--- src/rtl/spi_pkg.sv ---
// Shared SPI definitions: datapath widths, command field positions and arbiter state encoding.
package spi_pkg;

  localparam int DWIDTH = 32;
  localparam int AWIDTH = 8;
  localparam int CMD_W  = DWIDTH + AWIDTH + 5;

  // Command field positions (ss occupies the top two bits of the command)
  localparam int WR_BIT   = 0;
  localparam int SIZE_LSB = 1;
  localparam int SS_LSB   = CMD_W - 2;

  localparam logic [1:0] SIZE_ILLEGAL = 2'b11;

  typedef enum logic [1:0] {
    IDLE,
    HANDOFF,
    BUSY
  } arb_state_t;

endpackage

--- src/rtl/spi_cmd_arbiter_rr.sv ---
// Round-robin arbiter: picks the first asserted request at or after ptr, wrapping at NREQ.
module rr_arbiter #(
  parameter  int NREQ = 4,
  localparam int IW   = $clog2(NREQ)
) (
  input  logic [NREQ-1:0] req,
  input  logic [IW-1:0]   ptr,
  output logic [NREQ-1:0] gnt,
  output logic [IW-1:0]   idx,
  output logic            any
);

  always_comb begin
    int unsigned j;
    j   = 0;
    gnt = '0;
    idx = '0;
    any = 1'b0;
    for (int unsigned i = 0; i < NREQ; i++) begin
      j = (32'(ptr) + i) % NREQ;
      if (!any && req[j]) begin
        gnt[j] = 1'b1;
        idx    = IW'(j);
        any    = 1'b1;
      end
    end
  end

endmodule

--- src/rtl/spi_cmd_arbiter.sv ---
// Round-robin command arbiter and sequencer in front of spi_master_v2; stages one command,
// hands it off through the driver_read/master_en interlock and returns a tagged response.
module spi_cmd_arbiter import spi_pkg::*; #(
  parameter  int NREQ  = 4,
  parameter  int CMD_W = spi_pkg::CMD_W,
  localparam int IW    = $clog2(NREQ)
) (
  input  logic                       clk,
  input  logic                       rst_n,
  input  logic [NREQ-1:0]            req_valid,
  input  logic [NREQ-1:0][CMD_W-1:0] req_cmd,
  output logic [NREQ-1:0]            req_ready,
  output logic                       rsp_valid,
  output logic [IW-1:0]              rsp_id,
  output logic                       rsp_err,
  output logic [DWIDTH-1:0]          rsp_data,
  input  logic                       cfg_we,
  input  logic [1:0]                 cfg_ss,
  input  logic [1:0]                 cfg_mode,
  output logic                       master_en,
  output logic [CMD_W-1:0]           driver_data,
  output logic [1:0]                 driver_cfg,
  input  logic                       driver_read,
  input  logic [DWIDTH-1:0]          spi_slv_data
);

  arb_state_t        state;
  logic              stg_valid;
  logic [CMD_W-1:0]  stg_cmd;
  logic [IW-1:0]     stg_id;
  logic [IW-1:0]     rr_ptr;
  logic              err_pend;
  logic [IW-1:0]     err_id;
  logic [IW-1:0]     act_id;
  logic              act_write;
  logic [1:0]        act_mode;
  logic [CMD_W-1:0]  held_cmd;
  logic [3:0][1:0]   mode_tbl;

  logic [NREQ-1:0]   gnt;
  logic [IW-1:0]     gnt_idx;
  logic              gnt_any;
  logic              grant_en;
  logic              accept;
  logic              done;
  logic [CMD_W-1:0]  gnt_cmd;
  logic [1:0]        stg_ss;

  rr_arbiter #(.NREQ(NREQ)) u_rr (
    .req (req_valid),
    .ptr (rr_ptr),
    .gnt (gnt),
    .idx (gnt_idx),
    .any (gnt_any)
  );

  // ss is taken from the top of the command so it follows the CMD_W override
  assign stg_ss    = stg_cmd[CMD_W-1 -: 2];
  assign gnt_cmd   = req_cmd[gnt_idx];
  assign grant_en  = !stg_valid && !err_pend && (state != HANDOFF);
  assign accept    = grant_en && gnt_any;
  assign req_ready = grant_en ? gnt : '0;
  assign done      = (state == BUSY) && driver_read;

  always_comb begin
    master_en = 1'b0;
    case (state)
      IDLE:    master_en = stg_valid;
      HANDOFF: master_en = 1'b1;
      BUSY:    master_en = !driver_read || stg_valid;
      default: master_en = 1'b0;
    endcase
  end

  assign driver_data = (state == BUSY) ? held_cmd : stg_cmd;
  // Outside an active transfer the staged slave's mode is shown so cpha is ready at preload
  assign driver_cfg  = ((state == BUSY) && !driver_read) ? act_mode : mode_tbl[stg_ss];

  always_ff @(posedge clk or negedge rst_n) begin
    if (!rst_n) begin
      state     <= IDLE;
      stg_valid <= 1'b0;
      stg_cmd   <= '0;
      stg_id    <= '0;
      rr_ptr    <= '0;
      err_pend  <= 1'b0;
      err_id    <= '0;
      act_id    <= '0;
      act_write <= 1'b0;
      act_mode  <= '0;
      held_cmd  <= '0;
      mode_tbl  <= '0;
      rsp_valid <= 1'b0;
      rsp_id    <= '0;
      rsp_err   <= 1'b0;
      rsp_data  <= '0;
    end else begin
      rsp_valid <= 1'b0;
      rsp_err   <= 1'b0;

      if (cfg_we)
        mode_tbl[cfg_ss] <= cfg_mode;

      if (accept) begin
        rr_ptr <= (gnt_idx == IW'(NREQ - 1)) ? '0 : gnt_idx + 1'b1;
        if (gnt_cmd[SIZE_LSB +: 2] == SIZE_ILLEGAL) begin
          err_pend <= 1'b1;
          err_id   <= gnt_idx;
        end else begin
          stg_valid <= 1'b1;
          stg_cmd   <= gnt_cmd;
          stg_id    <= gnt_idx;
        end
      end

      case (state)
        IDLE: begin
          if (stg_valid && driver_read)
            state <= HANDOFF;
        end
        HANDOFF: begin
          act_id    <= stg_id;
          act_write <= stg_cmd[WR_BIT];
          act_mode  <= mode_tbl[stg_ss];
          held_cmd  <= stg_cmd;
          stg_valid <= 1'b0;
          state     <= BUSY;
        end
        BUSY: begin
          if (driver_read) begin
            rsp_valid <= 1'b1;
            rsp_id    <= act_id;
            rsp_data  <= act_write ? '0 : spi_slv_data;
            state     <= stg_valid ? HANDOFF : IDLE;
          end
        end
        default: state <= IDLE;
      endcase

      // A completion response takes the slot; the pending error waits for a free one
      if (err_pend && !done) begin
        rsp_valid <= 1'b1;
        rsp_err   <= 1'b1;
        rsp_id    <= err_id;
        rsp_data  <= '0;
        err_pend  <= 1'b0;
      end
    end
  end

endmodule

--- config.mk ---
export PLATFORM = sky130hd
export DESIGN_NAME = spi_cmd_arbiter
export DESIGN_NICKNAME = d
export VERILOG_FILES = /design/src/rtl/spi_pkg.sv /design/src/rtl/spi_cmd_arbiter_rr.sv /design/src/rtl/spi_cmd_arbiter.sv
export SDC_FILE = /design/constraint.sdc
export NUM_CORES = 1
export LEC_CHECK = 0
export ABC_AREA = 1
export CAP_MARGIN = 20
export CORE_MARGIN = 4
export CORE_UTILIZATION = 42
export CTS_BUF_LIST = sky130_fd_sc_hd__clkbuf_4
export DETAILED_ROUTE_END_ITERATION = 10
export GPL_ROUTABILITY_DRIVEN = 1
export PLACE_DENSITY = 0.79
export SYNTH_ARGS = -nofsm -noshare
export SYNTH_HDL_FRONTEND = slang
export SYNTH_SLANG_ARGS = --single-unit
--- constraint.sdc ---
create_clock -name clk -period 2.5 [get_ports clk]
set_clock_uncertainty 0.2 [all_clocks]
set_input_delay 0.5 -clock clk [delete_from_list [all_inputs] [get_ports clk]]
set_output_delay 0.5 -clock clk [all_outputs]
set_load 0.05 [all_outputs]
Word-level counts from Yosys, hierarchy flattened
Index checks and enable logic that the tools add are counted.
{"block": "word_totals", "mem_bits_rw": 0, "inputBits": 224, "romBits": 0, "latchBits": 0, "word_cells": 143, "mem_count": 0, "ff_bits": 149, "output_inout_bits": 88}
{"block": "classes", "n_eq_ne": 8, "div_mod_pow": 0, "order_cmp": 12, "add_sub_neg": 4, "n_mul": 0, "n_mux": 61, "n_shift": 0, "n_reduce_logical": 35, "n_bitwise": 4}
{"operator": "$mux W32", "count": 4}
{"operator": "$bmux W45 S2", "count": 1}
{"operator": "$mux W45", "count": 2}
{"operator": "$mux W2", "count": 13}
{"operator": "$mux W1", "count": 23}
{"operator": "$lt A2 B3 Y1 const B", "count": 7}
{"operator": "$mux W4", "count": 5}
{"operator": "$logic_and A1 B1 Y1", "count": 15}
{"operator": "$or A4 B4 Y4", "count": 3}
{"operator": "$reduce_and A2 Y1", "count": 6}
{"operator": "$ge A2 B1 Y1 const B", "count": 5}
{"operator": "$reduce_bool A2 Y1", "count": 5}
{"operator": "$bmux W1 S2", "count": 4}
{"operator": "$bwmux W8", "count": 1}
{"operator": "$demux W1 S2", "count": 4}
{"operator": "$logic_not A1 Y1", "count": 7}
{"operator": "$eq A2 B2 Y1 const B", "count": 3}
{"operator": "$pmux W2 S3", "count": 1}
{"operator": "$add A2 B1 Y2 const B", "count": 2}
{"operator": "$add A2 B2 Y2 const B", "count": 2}
{"operator": "$bmux W2 S2", "count": 1}
{"operator": "$demux W2 S2", "count": 1}
{"operator": "$ne A2 B1 Y1 const B", "count": 2}
{"operator": "$ne A2 B2 Y1 const B", "count": 2}
{"operator": "5 further kinds", "count": 5}

Longest topological paths before layout
Gate-level depths: netlist of run 1.
{"block": "logic_depth", "depth_word": 18, "ltp_mapped": 18, "mapped_depth_nobuf": 15}

Cells and area by module
From an unflattened synthesis of run 1, not the netlist that was laid out.
{"block": "hier_totals", "cells_unflattened": 1102, "area_unflattened_um2": 8074.0}
{"mod": "spi_cmd_arbiter", "seq_area_each_um2": 3703.6, "instances": 1, "cells_each": 1028, "area_per_inst_um2": 7633.6}
{"mod": "rr_arbiter", "seq_area_each_um2": 0.0, "instances": 1, "cells_each": 74, "area_per_inst_um2": 440.4}

Worst setup path after synthesis of run 1
No wires, ideal clock.
{"block": "synth_timing", "kind": "register to output", "from": "register rr_ptr[0]", "to": "output req_ready[1]", "arrival_ns": 1.999, "t_required_ns": 1.800, "stages_incl_launch_ff": 14, "path_slack_ns": -0.199, "n_path_buf": 1, "cell_sequence": "dfrtp_1 -> inv_2 -> buf_4 -> ha_1 -> inv_1 -> nand3_1 -> nand2_1 -> nor2_1 -> nand2_1 -> o21ai_0 -> a31oi_1 -> o21ai_0 -> nand2_1 -> inv_1"}
{"block": "synth_between", "elab_chain_cells": 13, "word_cells_on_any_way": 48, "cone_classes": "add/sub: 3; order compare: 8; mux: 24; bitwise: 3; reduce/logical: 10"}
{"item": "start, declared", "line_no": "spi_cmd_arbiter.sv:31", "text": "logic [IW-1:0] rr_ptr;"}
{"item": "start signal, assigned", "line_no": "spi_cmd_arbiter.sv:105", "text": "rr_ptr <= (gnt_idx == IW'(NREQ - 1)) ? '0 : gnt_idx + 1'b1;"}
{"item": "parallel branches: the longest is 11 deep, another holds $lt A2 B3 Y1"}
{"item": "$mux W4 (*)", "line_no": "spi_cmd_arbiter_rr.sv:21", "text": "if (!any && req[j]) begin"}
{"item": "$mux W4 (*)", "line_no": "spi_cmd_arbiter.sv:62", "text": "assign req_ready = grant_en ? gnt : '0;"}
{"item": "end, declared", "line_no": "spi_cmd_arbiter.sv:12", "text": "output logic [NREQ-1:0] req_ready,"}
Every way passes the cells marked *. The select of a mux whose other input is x is not followed.

Worst setup path in the final report of run 1
{"block": "layout_timing", "from": "register rr_ptr[1]", "to": "output req_ready[1]"}
Same word-level chain as after synthesis.

==> reports/metrics.cfg, run 1 <==
[clock_tree]
root_buffer=clkbuf_4
cts.path.max_buffers=2
cts_tree=done
clk_pin_slew_ns=0.15
htree_num_levels=4
numClockSinks=148
numCtsBuffers=17
clk_latency_ns=0.57

[layout]
instances_no_fill=1805
drive_above_1_share_pct=26.6
stdcell_area_sq_um=15400
final_net_count=1756
areaGrowthSynthToFinish_pct=80.6

[detailed_routing]
wl_per_cell_um=18.8
drc=0
routed_wl_mm=33.9
dr.pass1.iters=5
ant_nets=0
avgViaCountPerCell=5.28
drt-initial-drc-count=572
via_count=9527

[global_route]
grt_max_degree=96
antenna_found_initial=2
track_usage_pct=28.8
grt-ovfl-total=0
grt_first_pass_wirelength_mm=50.8
grt_pass1_vias=9604

[critical_path]
endpoint=req_ready[1]
critPathMaxFanout=5
cp_top_family=flip-flops
r2r_slack_ns=-0.23
path_class=reg2out
end_kind=output pin
path_buf_inv=4
cp.depth=13
crit_path_cell_trace=inv_2 > ha_4 > inv_4 > nand3_4 > nand2_4 > nor2_4 > nand2_1 > o21ai_1 > a31oi_1 > o21ai_1 > nand2_1 > clkinvlp_4 > buf_12
critPathLaunch=rr_ptr[1]
setup.worst_path.start_class=flip-flop
max_stage_delay_ns=0.43
r2r_start=rr_ptr[1]
crit_required_ns=1.80
r2r_cells=18
r2r-end=stg_cmd[23]
cp_data_arrival_time_ns=2.32
cp_slowest_cell=dfrtp_1

[sta]
rsz0062_at_grt=yes
fin_hold_ws_ns=0.192
finalMaxSlewViolations=0
max_freq_mhz=331
setup_ws_ns=-0.518
tightest_slew_ns=0.879
finalCriticalPeriod_ns=3.02
setup_viol=102
relSlewSlack_pct=41.4
final-hold-violation-count=0
fin_crit_sh_pct=121

[synth]
synth_compound_area_share_pct=16.8
ys_seq_elements=148
synth-seq-area-share_pct=43.4
synth_area_per_cell_sq_um=7.43
synth_top_family_by_area=simple AND/OR/NAND/NOR gates
synth_simple_gate_area_share_pct=28.9
syn_inst=1149
async_reset_ff_share_pct=100
ys_types=36
synth-edff-count=0
syn_nets=1380
ys_dominant_reg_cell=dfrtp_1
synth_warnings=0
synth_xor_area_share_pct=0
synth.area.mux_share_pct=0
yosys.area_share.adder_pct=1.03
synth_area_sq_um=8530

[outcome]
violations=setup timing
outcome=finished, violations left

[placed_design]
place.gp.congestion=0.818
dp_hpwl_mm=19.7
dp.cells=1690
dp_slack_ns=-0.460
dpl_cell_area_sq_um=12600
portBuffers=311

[floorplanning]
start_util_pct=43.3
die-height_um=151
fp.dieW_um=151
dieArea_sq_um=22700
coreArea_sq_um=19700
core.rowCount=51
ioPinCount=312

[hold_path]
hold_path_class=in2async

[job]
drv_cap=0

-- stage by stage --
stage                     util (%)  TNS (ns)
final                         78.2    -19.70
after global placement        64.2    -18.21
after detailed placement      64.2    -20.85
after global routing          78.2    -31.82
after CTS                     76.3    -17.78
after floorplan                  -    -0.722
-- cell type report --
type                            instances  area [sq um]
Multi-Input combinational cell        809          5010
Clock inverter                         15           173
Sequential cell                       148          3700
Antenna cell                            2          5.00
Timing Repair Buffer                  429          5610
Clock buffer                           17           128
Tap cell                              265           332
Inverter                              120           464
Fill cell                            1267          4300
-- worst min path at each step --
| stage | startpoint | to | slack (ns) | cells after the start |
|---|---|---|---|---|
| finish | rst_n | rsp_data[0] | 0.19 | 2 |
| global route | rst_n | rsp_data[0] | 0.18 | 2 |
| CTS | rst_n | rsp_data[0] | 0.16 | 2 |
| detailed placement | rst_n | rsp_data[0] | 0.23 | 1 |
| global placement | rst_n | rsp_data[5] | 0.23 | 1 |
| floorplan | rst_n | act_id[0] | 0.004 | 0 |
-- timing repair --
| item | 4_1_cts | 5_1_grt |
|---|---|---|
| cloned | 21 | 3 |
| gates resized for setup | 290 | 83 |
| endpoints found under the hold margin | 36 | 0 |
| setup buffers | 49 | 12 |
| pin swaps | 17 | 22 |
| hold buffers | 1 | 0 |
| endpoints found under the setup margin | 111 | 124 |
-- flip-flops by register name, indices dropped and copies added (netlist names) --
| register | cells |
|---|---|
| act_id | 2 |
| rsp_id | 2 |
| state | 2 |
| mode_tbl | 8 |
| held_cmd | 45 |
| rsp_valid | 1 |
| err_id | 2 |
| err_pend | 1 |
| rsp_data | 32 |
| stg_valid | 1 |
| rr_ptr | 2 |
| stg_id | 2 |
| stg_cmd | 45 |
| act_mode | 2 |
| rsp_err | 1 |
-- metal layers --
layer	vias to the layer above	part of all wire, %	global-route usage, %
li1	4503	-	-
met1	4547	39	34.9
met2	395	52	50.2
met3	82	5.8	5.24
met4	0	3.6	12.4
met5	-	0	0
-- synthesized netlist by cell type, types with 4 or more instances --
cell type,n,share of area [%]
buf_6,10,1.3
nand3_2,7,0.82
clkbuf_1,40,1.8
buf_4,8,0.70
o211ai_1,37,3.3
o21ai_0,186,11
inv_1,114,5.0
ha_1,7,1.0
dfrtp_1,148,43
nor2_1,93,4.1
buf_2,10,0.59
o211ai_2,10,1.5
buf_1,4,0.18
inv_2,5,0.22
or2_2,44,3.2
nand3_1,98,5.7
nand2_1,296,13
-- kinds of logic (layout without fill, tap and decap cells) --
group	after synthesis	after routing
compound gates	247	247
fa+ha+maj	7	7
buf+inv	193	581
flops	148	148
other cells	0	2
simple gates	554	555
-- layout by cell type, fill, tap and decap left out, drive strengths merged, types with 3 or more instances in the layout --
cell	count
buf	165
o211ai	47
clkinv	4
ha	7
nand3	108
dfrtp	148
or2	44
a21oi	3
dlygate4sd2	14
clkbuf	22
clkinvlp	4
nand2	300
dlymetal6s2s	20
o21ai	187
a21boi	3
a22oi	3
clkdlybuf4s50	224
nand4	4
inv	125
nor2	95
Power of run 1 is left out: the tool's default activity adds up to more than one toggle a clock period on the data nets, which glitch-free logic cannot reach.
==> run 2, diff against run 1 <==
--- a/config.mk
+++ b/config.mk
@@ -7,12 +7,12 @@
 export LEC_CHECK = 0
 export ABC_AREA = 1
 export CAP_MARGIN = 20
-export CORE_MARGIN = 4
 export CORE_UTILIZATION = 42
 export CTS_BUF_LIST = sky130_fd_sc_hd__clkbuf_4
 export DETAILED_ROUTE_END_ITERATION = 10
 export GPL_ROUTABILITY_DRIVEN = 1
 export PLACE_DENSITY = 0.79
+export RECOVER_POWER = 50
 export SYNTH_ARGS = -nofsm -noshare
 export SYNTH_HDL_FRONTEND = slang
 export SYNTH_SLANG_ARGS = --single-unit
==> run 2 against run 1 <==
Effect of this change:
- register-to-register slack lost 0.38 ns
- non-clock buffer count grew 12
- critical endpoint unchanged
- largest cell class unchanged
- global-route usage grew 2.6 points
- cell count grew 0.61%
- core utilization grew 0.96 points
- critical path depth shrank 1
- final area grew 1.2%
- setup slack lost 0.17 ns
- highest routed layer unchanged
- the flow finishes with violations (capacitance limit, setup timing)
- count of clock-buffer cells in the layout is the same
- sequential cell count is the same
- sequential share of layout area shrank 0.29 points
==> reports/metrics.cfg, run 2 (synthesized netlist as in run 1, its figures left out) <==
[detailed_routing]
avgViaCountPerCell=5.35
via_count=9716
dr.pass1.iters=5
ant_nets=0
drt-initial-drc-count=573
drc=0
routed_wl_mm=34.0
wl_per_cell_um=18.7

[sta]
tightest_slew_ns=1.49
finalMaxSlewViolations=0
final-hold-violation-count=0
setup_ws_ns=-0.690
fin_crit_sh_pct=128
relSlewSlack_pct=0.691
rsz0062_at_grt=yes
setup_viol=101
setup_tns_ns=-36.33
finalCriticalPeriod_ns=3.19
max_freq_mhz=313

[critical_path]
setup.worst_path.start_class=flip-flop
path_class=reg2out
r2r_slack_ns=-0.61
critPathMaxFanout=5
cp_data_arrival_time_ns=2.49
critPathLaunch=rr_ptr[0]
end_kind=output pin
crit_required_ns=1.80
r2r_start=rr_ptr[0]
r2r_cells=21
r2r-end=stg_id[1]

[hold_path]
holdCritStartpoint=act_id[0]
hold_end=act_id[0]
hold_path_class=reg2reg
whs_path_depth=2

[floorplanning]
start_util_pct=43.3
dieArea_sq_um=20900
coreArea_sq_um=19700
fp.dieW_um=145
core.rowCount=51
ioPinCount=312
die-height_um=145

[clock_tree]
clk_latency_ns=0.57
root_buffer=clkbuf_4
numCtsBuffers=17
cts_tree=done
htree_num_levels=4
cts.path.max_buffers=2
numClockSinks=148
clk_pin_slew_ns=0.14

[global_route]
grt_pass1_vias=9507
grt-ovfl-total=0
track_usage_pct=31.4
grt_max_degree=96
grt_first_pass_wirelength_mm=49.5
antenna_found_initial=1

[job]
drv_cap=1

[outcome]
violations=capacitance limit, setup timing
outcome=finished, violations left

[placed_design]
place.gp.congestion=0.847
dp_hpwl_mm=18.6
portBuffers=311

[layout]
mostFrequentLayoutCell=clkdlybuf4s50_1
top_regs=held_cmd (45), stg_cmd (45), rsp_data (32)
drive_above_1_share_pct=27.9
final_net_count=1768
areaGrowthSynthToFinish_pct=82.9
most-common-layout-cells=clkdlybuf4s50_1 (238), nand2_1 (234), dfrtp_1 (148), o21ai_0 (131), inv_1 (103)

==> run 2: per-stage QoR <==
stage / instances / hold slack (ns) / utilization (%) / setup WS [ns] / cell area [sq um]
2_1_floorplan: 1149 / 0.00441 / - / -0.173 / 8550
3_3_place_gp: 1696 / 0.258 / 64.3 / -0.416 / 12700
3_5_place_dp: 1696 / 0.267 / 64.3 / -0.515 / 12700
4_1_cts: 1798 / 0.257 / 76.9 / -0.631 / 15200
5_1_grt: 1816 / 0.288 / 79.1 / -0.786 / 15600
6_report: 1816 / 0.292 / 79.1 / -0.690 / 15600
==> run 2: what timing repair did <==
item / 4_1_cts / 5_1_grt
gates cloned: 29 / 5
setup buffers: 41 / 22
gates resized for setup: 291 / 102
endpoints found under the hold margin: 52 / 0
pin swaps: 22 / 25
hold buffers: 1 / 0
setup endpoints to repair: 104 / 120
==> run 2: worst max-delay path by stage <==
stage | end | slack [ns] | cells past startpoint
finish | req_ready[1] | -0.69 | 12
global route | req_ready[1] | -0.79 | 12
floorplan | driver_data[1] | -0.17 | 5
detailed placement | req_ready[1] | -0.51 | 13
global placement | stg_cmd[35] | -0.42 | 15
CTS | req_ready[1] | -0.63 | 12
==> run 2: layout make-up <==
cell class              count  area (sq um)
clock buffers              17           128
repair buffers            441          5750
clock inverters            15           179
well taps                 265           332
fillers                  1191          4110
inverters                 120           470
diodes                      1          2.50
flip-flops and latches    148          3700
multi-input cells         809          5040
==> run 2: worst max-delay path, cell delays in order, from the launching register on <==
cell and delay [ns]:
dfrtp_1 0.41, inv_2 0.08, ha_4 0.35, buf_6 0.12, nand3_4 0.09, nand2_4 0.11, nor2_8 0.04, buf_6 0.12
a31oi_1 0.14, o21ai_1 0.09, nand2_1 0.11, clkinvlp_4 0.11, buf_12 0.15
==> run 2: routing by layer <==
metal	global-route usage (%)	up-vias	share of wire (%)	wire length [um]
met3	5.00	100	5.7	1920
met2	54.0	402	52	17600
met4	16.2	0	3.9	1320
met1	37.8	4692	39	13200
li1	-	4522	-	-
met5	0	-	0	0
Power of run 2 is left out for the same reason.
